===== src/rtl/sp_ram_arbiter.sv =====
// sp_ram_arbiter: shares one single-port, registered-read RAM between
// requesters A and B. A registered three-state FSM drives the RAM pins.
// Winner selection is round-robin; defining SP_RAM_ARB_FIXED_PRIO_EN
// gives A fixed priority over B and removes the last-grant pointer.
//
// state | meaning
// IDLE  | waiting for a request; requests are only sampled here
// ISSUE | operation on the RAM pins, RAM executes on the closing edge
// RDRET | read data on rdata, winner's rvalid high
module sp_ram_arbiter #(
  parameter int DATA = 4,
  parameter int ADDR = 2
) (
  input  logic            clk,
  input  logic            rst_n,
  input  logic            a_req,
  input  logic            a_we,
  input  logic [ADDR-1:0] a_addr,
  input  logic [DATA-1:0] a_wdata,
  output logic            a_gnt,
  output logic            a_rvalid,
  input  logic            b_req,
  input  logic            b_we,
  input  logic [ADDR-1:0] b_addr,
  input  logic [DATA-1:0] b_wdata,
  output logic            b_gnt,
  output logic            b_rvalid,
  output logic [DATA-1:0] rdata,
  output logic            ram_we,
  output logic            ram_re,
  output logic [ADDR-1:0] ram_addr,
  output logic [DATA-1:0] ram_din,
  input  logic [DATA-1:0] ram_dout
);

  typedef enum logic [1:0] {
    IDLE  = 2'd0,
    ISSUE = 2'd1,
    RDRET = 2'd2
  } state_t;

  state_t state;
  logic   pick_a;

  assign rdata = ram_dout;

`ifdef SP_RAM_ARB_FIXED_PRIO_EN
  // A wins whenever it requests; B only gets the RAM when A is quiet.
  assign pick_a = a_req;
`else
  logic last_b;

  assign pick_a = a_req & (~b_req | last_b);

  // Remember who was granted last; reset to B so A wins the first contention.
  always_ff @(posedge clk or negedge rst_n) begin
    if (!rst_n) begin
      last_b <= 1'b1;
    end else if (state == IDLE && (a_req || b_req)) begin
      last_b <= ~pick_a;
    end
  end
`endif

  // Sequencing FSM with registered grant, strobe and rvalid outputs.
  always_ff @(posedge clk or negedge rst_n) begin
    if (!rst_n) begin
      state    <= IDLE;
      a_gnt    <= 1'b0;
      b_gnt    <= 1'b0;
      a_rvalid <= 1'b0;
      b_rvalid <= 1'b0;
      ram_we   <= 1'b0;
      ram_re   <= 1'b0;
      ram_addr <= '0;
      ram_din  <= '0;
    end else begin
      case (state)
        IDLE: begin
          if (a_req || b_req) begin
            state <= ISSUE;
            a_gnt <= pick_a;
            b_gnt <= ~pick_a;
            if (pick_a) begin
              ram_we   <= a_we;
              ram_re   <= ~a_we;
              ram_addr <= a_addr;
              if (a_we) ram_din <= a_wdata;
            end else begin
              ram_we   <= b_we;
              ram_re   <= ~b_we;
              ram_addr <= b_addr;
              if (b_we) ram_din <= b_wdata;
            end
          end
        end
        ISSUE: begin
          a_gnt  <= 1'b0;
          b_gnt  <= 1'b0;
          ram_we <= 1'b0;
          ram_re <= 1'b0;
          // The grant flags still identify the owner of a read here.
          if (ram_re) begin
            state    <= RDRET;
            a_rvalid <= a_gnt;
            b_rvalid <= b_gnt;
          end else begin
            state <= IDLE;
          end
        end
        RDRET: begin
          a_rvalid <= 1'b0;
          b_rvalid <= 1'b0;
          state    <= IDLE;
        end
        default: begin
          state <= IDLE;
        end
      endcase
    end
  end

endmodule


===== config.mk =====
export PLATFORM = sky130hd
export DESIGN_NAME = sp_ram_arbiter
export DESIGN_NICKNAME = d
export VERILOG_FILES = /design/src/rtl/sp_ram_arbiter.sv
export SDC_FILE = /design/constraint.sdc
export NUM_CORES = 1
export LEC_CHECK = 0
export CAP_MARGIN = 0
export CORE_MARGIN = 5
export CORE_UTILIZATION = 29
export DETAILED_ROUTE_END_ITERATION = 6
export PLACE_DENSITY = 0.65
export SLEW_MARGIN = 20
export SYNTH_ARGS = -nofsm -noshare
export SYNTH_HDL_FRONTEND = slang
export SYNTH_SLANG_ARGS = --single-unit
export TNS_END_PERCENT = 10

===== constraint.sdc =====
create_clock -name clk -period 1.2 [get_ports clk]
set_input_delay 0.12 -clock clk [delete_from_list [all_inputs] [get_ports clk]]
set_output_delay 0.12 -clock clk [all_outputs]
set_load 0.05 [all_outputs]

==> flow_summary.toml, run 1 <==
[status]
status = "finished with violations"
violations = "setup timing"

[final_layout]
seq_area_um2 = 379.1
nets = 133
syn2layout_area_growth_pct = 82.30
drive_gt1_share_pct = 40.00
largest_register_ffs = 4
insertedDiodeCount = 0
reg_top3 = "ram_din: 4 flops, ram_addr: 2 flops, state: 2 flops"
fin_util_pct = 54.58
multi_input_area_um2 = 369.1
fillerInstances = 220
largest-register = "ram_din"

[yosys]
yosys_warnings = 0
syn-num-nets = 92
async_flop_share_pct = 100.0
syn_inst = 70
ys_ff_latch = 15
synth_cell_types = 26
synth_edf_count = 0
synth_ff_type = "dfrtp_1"
ys_seq_area_share_pct = 51.72
avgSynthCellArea_um2 = 10.40
synth_area_um2 = 728.2

[clock_network]
root_buffer = "clkbuf_4"
clk_pin_slew_ns = 0.11
htree_levels = 1
cts_made_buffers = 3
cts.hold.buffers_added = 0
cts_tree = "built"
clock_latency_ns = 0.29
clockBufferDepth = 2
clkSinkCount = 15

[setup_path]
start_kind = "register"
r2r_slack_ns = -0.12
end_kind = "register"
crit_arrival_ns = 1.50
worstSetupPathType = "reg2reg"
worstPathRequired_ns = 1.38
path_max_fanout = 5

[power]
power_w = 0.003876
p_leak_nw = 0.5905
power_density_nw_per_um2 = 2919
vdd_drop_max_uv = 1535

[drt]
drtIter0Drc = 18
drt_pre_antenna_iters = 4
viasPerCell = 4.957
wl_per_cell_um = 15.09
drtAntennaViolNets = 0
routed.top_layer = "met4"
wl_met3_um = 159
wl_met1_um = 928
dr_wl_met2_um = 1012
num_vias = 694
drc = 0
drt-total-wl_um = 2113

[timing]
period_share_pct = 110.2
max_freq_mhz = 756.1
finalMaxSlewViolations = 0
rsz0062_at_grt = "true"
setup_tns_ns = -0.6317
final_hold_viol_count = 0
slew_headroom_pct = 77.95
clock_skew_ns = 0.01259
worstMarginPinSlew_ns = 0.3303
setup_violations = 8
fin_crit_ns = 1.323
setup_ws_ns = -0.1225

[floorplanning]
core-area_um2 = 2432
start_util_pct = 29.94
num_rows = 18
die_x_um = 60.11
die_area_um2 = 3613
die_y_um = 60.11
ios = 38

[place]
dpl.hpwl_um = 1475
globalplace.congestion = 0.7390
port_buffers = 29

[global_route]
grt_pass1_wl_um = 3477
grt_pass1_vias = 748
grt_max_degree = 13
antenna_found_initial = 0
grt-ovfl-total = 0
grt_usage_pct = 13.24

[flow_run]
cap_violations = 0

[hold_path]
min_path_type = "in2async"
area by class of cell:
| class | count | area share, % |
|---|---|---|
| repair buffers | 40 | 37.70 |
| flip-flops and latches | 15 | 28.56 |
| multi-input cells | 48 | 27.80 |
| well taps | 30 | 2.828 |
| clock buffers | 3 | 1.697 |
| inverters | 3 | 1.037 |
| clock inverters | 1 | 0.3770 |
layer usage:
layer / track usage, % / vias to the layer above
met4: 4.114 / 0
met1: 16.71 / 329
met3: 3.240 / 4
li1: - / 331
met5: 0 / -
met2: 22.07 / 30
layout by cell type, fill, tap and decap left out, drive strengths merged, types with 2 or more instances in the layout:
master,count
and2b,2
clkbuf,3
clkdlybuf4s50,17
mux2i,4
a32oi,4
buf,23
nand3,4
dfrtp,14
a21oi,2
a31oi,2
nand2,12
o21ai,8
inv,3
Yosys cell counts, drive strengths merged (2+ instances only):
cell type,n,area (µm²)
dfrtp,14,350.3
nand2,12,45.04
o21ai,8,43.79
buf,5,41.29
mux2i,4,40.04
nand3,4,20.02
a32oi,3,33.79
inv,3,11.26
a21oi,2,10.01
a31oi,2,12.51
and2b,2,17.52
path summary, 6_finish.rpt:
check	from	to	cells past startpoint
worst max-delay path	state[0]$_DFFE_PN0P_	ram_re$_DFFE_PN0P_	3
worst min-delay path	rst_n	ram_addr[0]$_DFFE_PN0P_	1
worst max register to register	state[0]$_DFFE_PN0P_	ram_re$_DFFE_PN0P_	3
max in group asynchronous	rst_n	state[0]$_DFFE_PN0P_	2
min in group clk	ram_dout[2]	rdata[2]	0
worst min register to register	last_b$_DFFE_PN1P_	last_b$_DFFE_PN1P_	2
critical path, cell delays in order, from the launching register on:
cell and delay (ns):
dfrtp_2 0.48, nor4bb_4 0.40, a32oi_2 0.16, nor2b_1 0.18
report_power, final:
| group | switching [W] | internal (W) | total (W) |
|---|---|---|---|
| sequential | 0.000346 | 0.000764 | 0.00111 |
| clock | 0.000181 | 0.000124 | 0.000305 |
| combinational | 0.00123 | 0.00123 | 0.00246 |
| total | 0.00176 | 0.00212 | 0.00388 |
per-stage QoR:
stage / hold WS, ns / cells / setup WS, ns / instance area [µm²]
4_1_cts: 0.03031 / 140 / -0.1061 / 1321
2_1_floorplan: -0.1756 / 70 / -0.008683 / 737.0
3_5_place_dp: 0.2404 / 134 / -0.3582 / 1219
6_report: 0.02349 / 140 / -0.1225 / 1328
5_1_grt: 0.03893 / 140 / -0.1947 / 1328
3_3_place_gp: 0.2404 / 134 / -0.2558 / 1219
logic make-up (layout without fill, tap and decap cells):
kind of cell           after synthesis  after routing  share of synthesized area, %
muxes                                4              4                         5.499
AOI/OAI and AO/OA                   18             19                         17.01
DFF                                 15             15                         51.72
buffers and inverters                8             47                         7.216
and+or+nand+nor                     25             25                         18.56
timing repair:
action,in CTS,in global routing
pin swaps,6,2
resized for setup,16,2
gates cloned,1,0
endpoints found under the setup margin,11,12
setup buffers,1,0
Note: power is estimated with default switching activity, not from simulation.
==> run 2, diff against run 1 <==
Settings changed: CORE_MARGIN 5 to 4, PLACE_DENSITY 0.65 to not set.
==> flow_summary.toml, run 2 (synthesized netlist as in run 1, its figures left out) <==
[timing]
max_freq_mhz = 723.8
setup_violations = 8
slew_headroom_pct = 82.52
rsz0062_at_grt = "true"
setup_tns_ns = -1.143
setup_ws_ns = -0.1816
final_hold_viol_count = 0
worstMarginPinSlew_ns = 0.2621
finalMaxSlewViolations = 0
period_share_pct = 115.1
clock_skew_ns = 0.003629
fin_crit_ns = 1.382
timing.hold.ws_ns = 0.1399

[final_layout]
drive_gt1_share_pct = 41.96
final_cell_mix = "clkdlybuf4s50_1, dfrtp_1, buf_12"
largest-register = "ram_din"
fin_util_pct = 59.10
largest_register_ffs = 4
reg_top3 = "ram_din: 4 flops, ram_addr: 2 flops, state: 2 flops"
insertedDiodeCount = 0
nets = 135
mostFrequentLayoutCell = "clkdlybuf4s50_1"
syn2layout_area_growth_pct = 86.43

[floorplanning]
start_util_pct = 31.70
die_x_um = 58.11
die_area_um2 = 3377
ios = 38
core-area_um2 = 2297
die_y_um = 58.11
num_rows = 17

[setup_path]
start_kind = "register"
cpPeakStageDelay_ns = 0.45
end_kind = "register"
worstPathRequired_ns = 1.38
worstSetupPathType = "reg2reg"
crit_chain = "buf_6, nor3b_4, a32oi_4, buf_6, nor2b_1"
path_max_fanout = 5
crit_path_frequent_cell = "buf_6"
cp_slowest_cell = "dfrtp_2"
crit_arrival_ns = 1.56

[hold_path]
min_path_type = "in2async"

[clock_network]
root_buffer = "clkbuf_4"
clockBufferDepth = 2
clock_latency_ns = 0.29
clk_pin_slew_ns = 0.09
clkSinkCount = 15
cts_tree = "built"
htree_levels = 1
cts.hold.buffers_added = 0
cts_made_buffers = 3

[global_route]
grt_pass1_vias = 684
grt_pass1_wl_um = 3098
grt_max_degree = 16
antenna_found_initial = 0
grt_usage_pct = 12.44
grt-ovfl-total = 0

[drt]
drtAntennaViolNets = 0
wl_per_cell_um = 13.48
drc = 0
num_vias = 690
drtIter0Drc = 5
drt_pre_antenna_iters = 4
drt-total-wl_um = 1887
viasPerCell = 4.929

[power]
p_leak_nw = 0.6096
power_density_nw_per_um2 = 2918
vdd_drop_max_uv = 1592
power_w = 0.003961

[status]
violations = "setup timing"
status = "finished with violations"

[flow_run]
cap_violations = 0

[place]
dpl.hpwl_um = 1401
globalplace.congestion = 0.7730
place_ws_ns = -0.3676
port_buffers = 29
-- run 2: through the flow --
step | instance area, µm² | instances
floorplan | 737.0 | 70
global placement | 1216 | 132
detailed placement | 1216 | 132
CTS | 1321 | 140
global route | 1358 | 140
finish | 1358 | 140
-- run 2: path summary, 6_finish.rpt --
kind	from	endpoint	slack, ns	cells past startpoint
worst max-delay path	state[0]$_DFFE_PN0P_	ram_re$_DFFE_PN0P_	-0.18	5
worst min-delay path	rst_n	state[1]$_DFFE_PN0P_	0.14	2
worst max register to register	state[0]$_DFFE_PN0P_	ram_re$_DFFE_PN0P_	-0.18	5
worst min register to register	last_b$_DFFE_PN1P_	last_b$_DFFE_PN1P_	0.49	2
max in group asynchronous	rst_n	last_b$_DFFE_PN1P_	0.82	2
min in group clk	ram_dout[1]	rdata[1]	0.24	0
-- run 2: repair_timing --
action,CTS,global route
gates cloned,0,0
endpoints found under the setup margin,10,12
buffers inserted,4,0
pin swaps,2,2
resized for setup,9,12
-- run 2: power by group --
part | switching [W] | internal, W
registers | 0.000309 | 0.000762
clock network | 0.000168 | 0.000129
logic | 0.00127 | 0.00132
total | 0.00175 | 0.00221
-- run 2: layout make-up --
cell class | count | area, µm²
repair buffers | 43 | 543.0
flip-flops and latches | 15 | 377.9
well taps | 28 | 35.03
inverters | 3 | 11.26
fillers | 206 | 939.7
clock buffers | 4 | 26.28
multi-input cells | 47 | 364.1
-- run 2: worst max-delay path: cells and delay by family (launching register included) --
family	cells	cell delay [ns]
compound gates	1	0.16
buf+inv	2	0.30
flops	1	0.45
simple gates	2	0.36
-- run 2: metal layers --
layer,GRT usage [%],wire [µm],share of wire (%)
met1,14.95,807,43
met4,6.954,31,1.6
met5,0,0,0
met3,4.677,180,9.5
met2,19.03,866,46
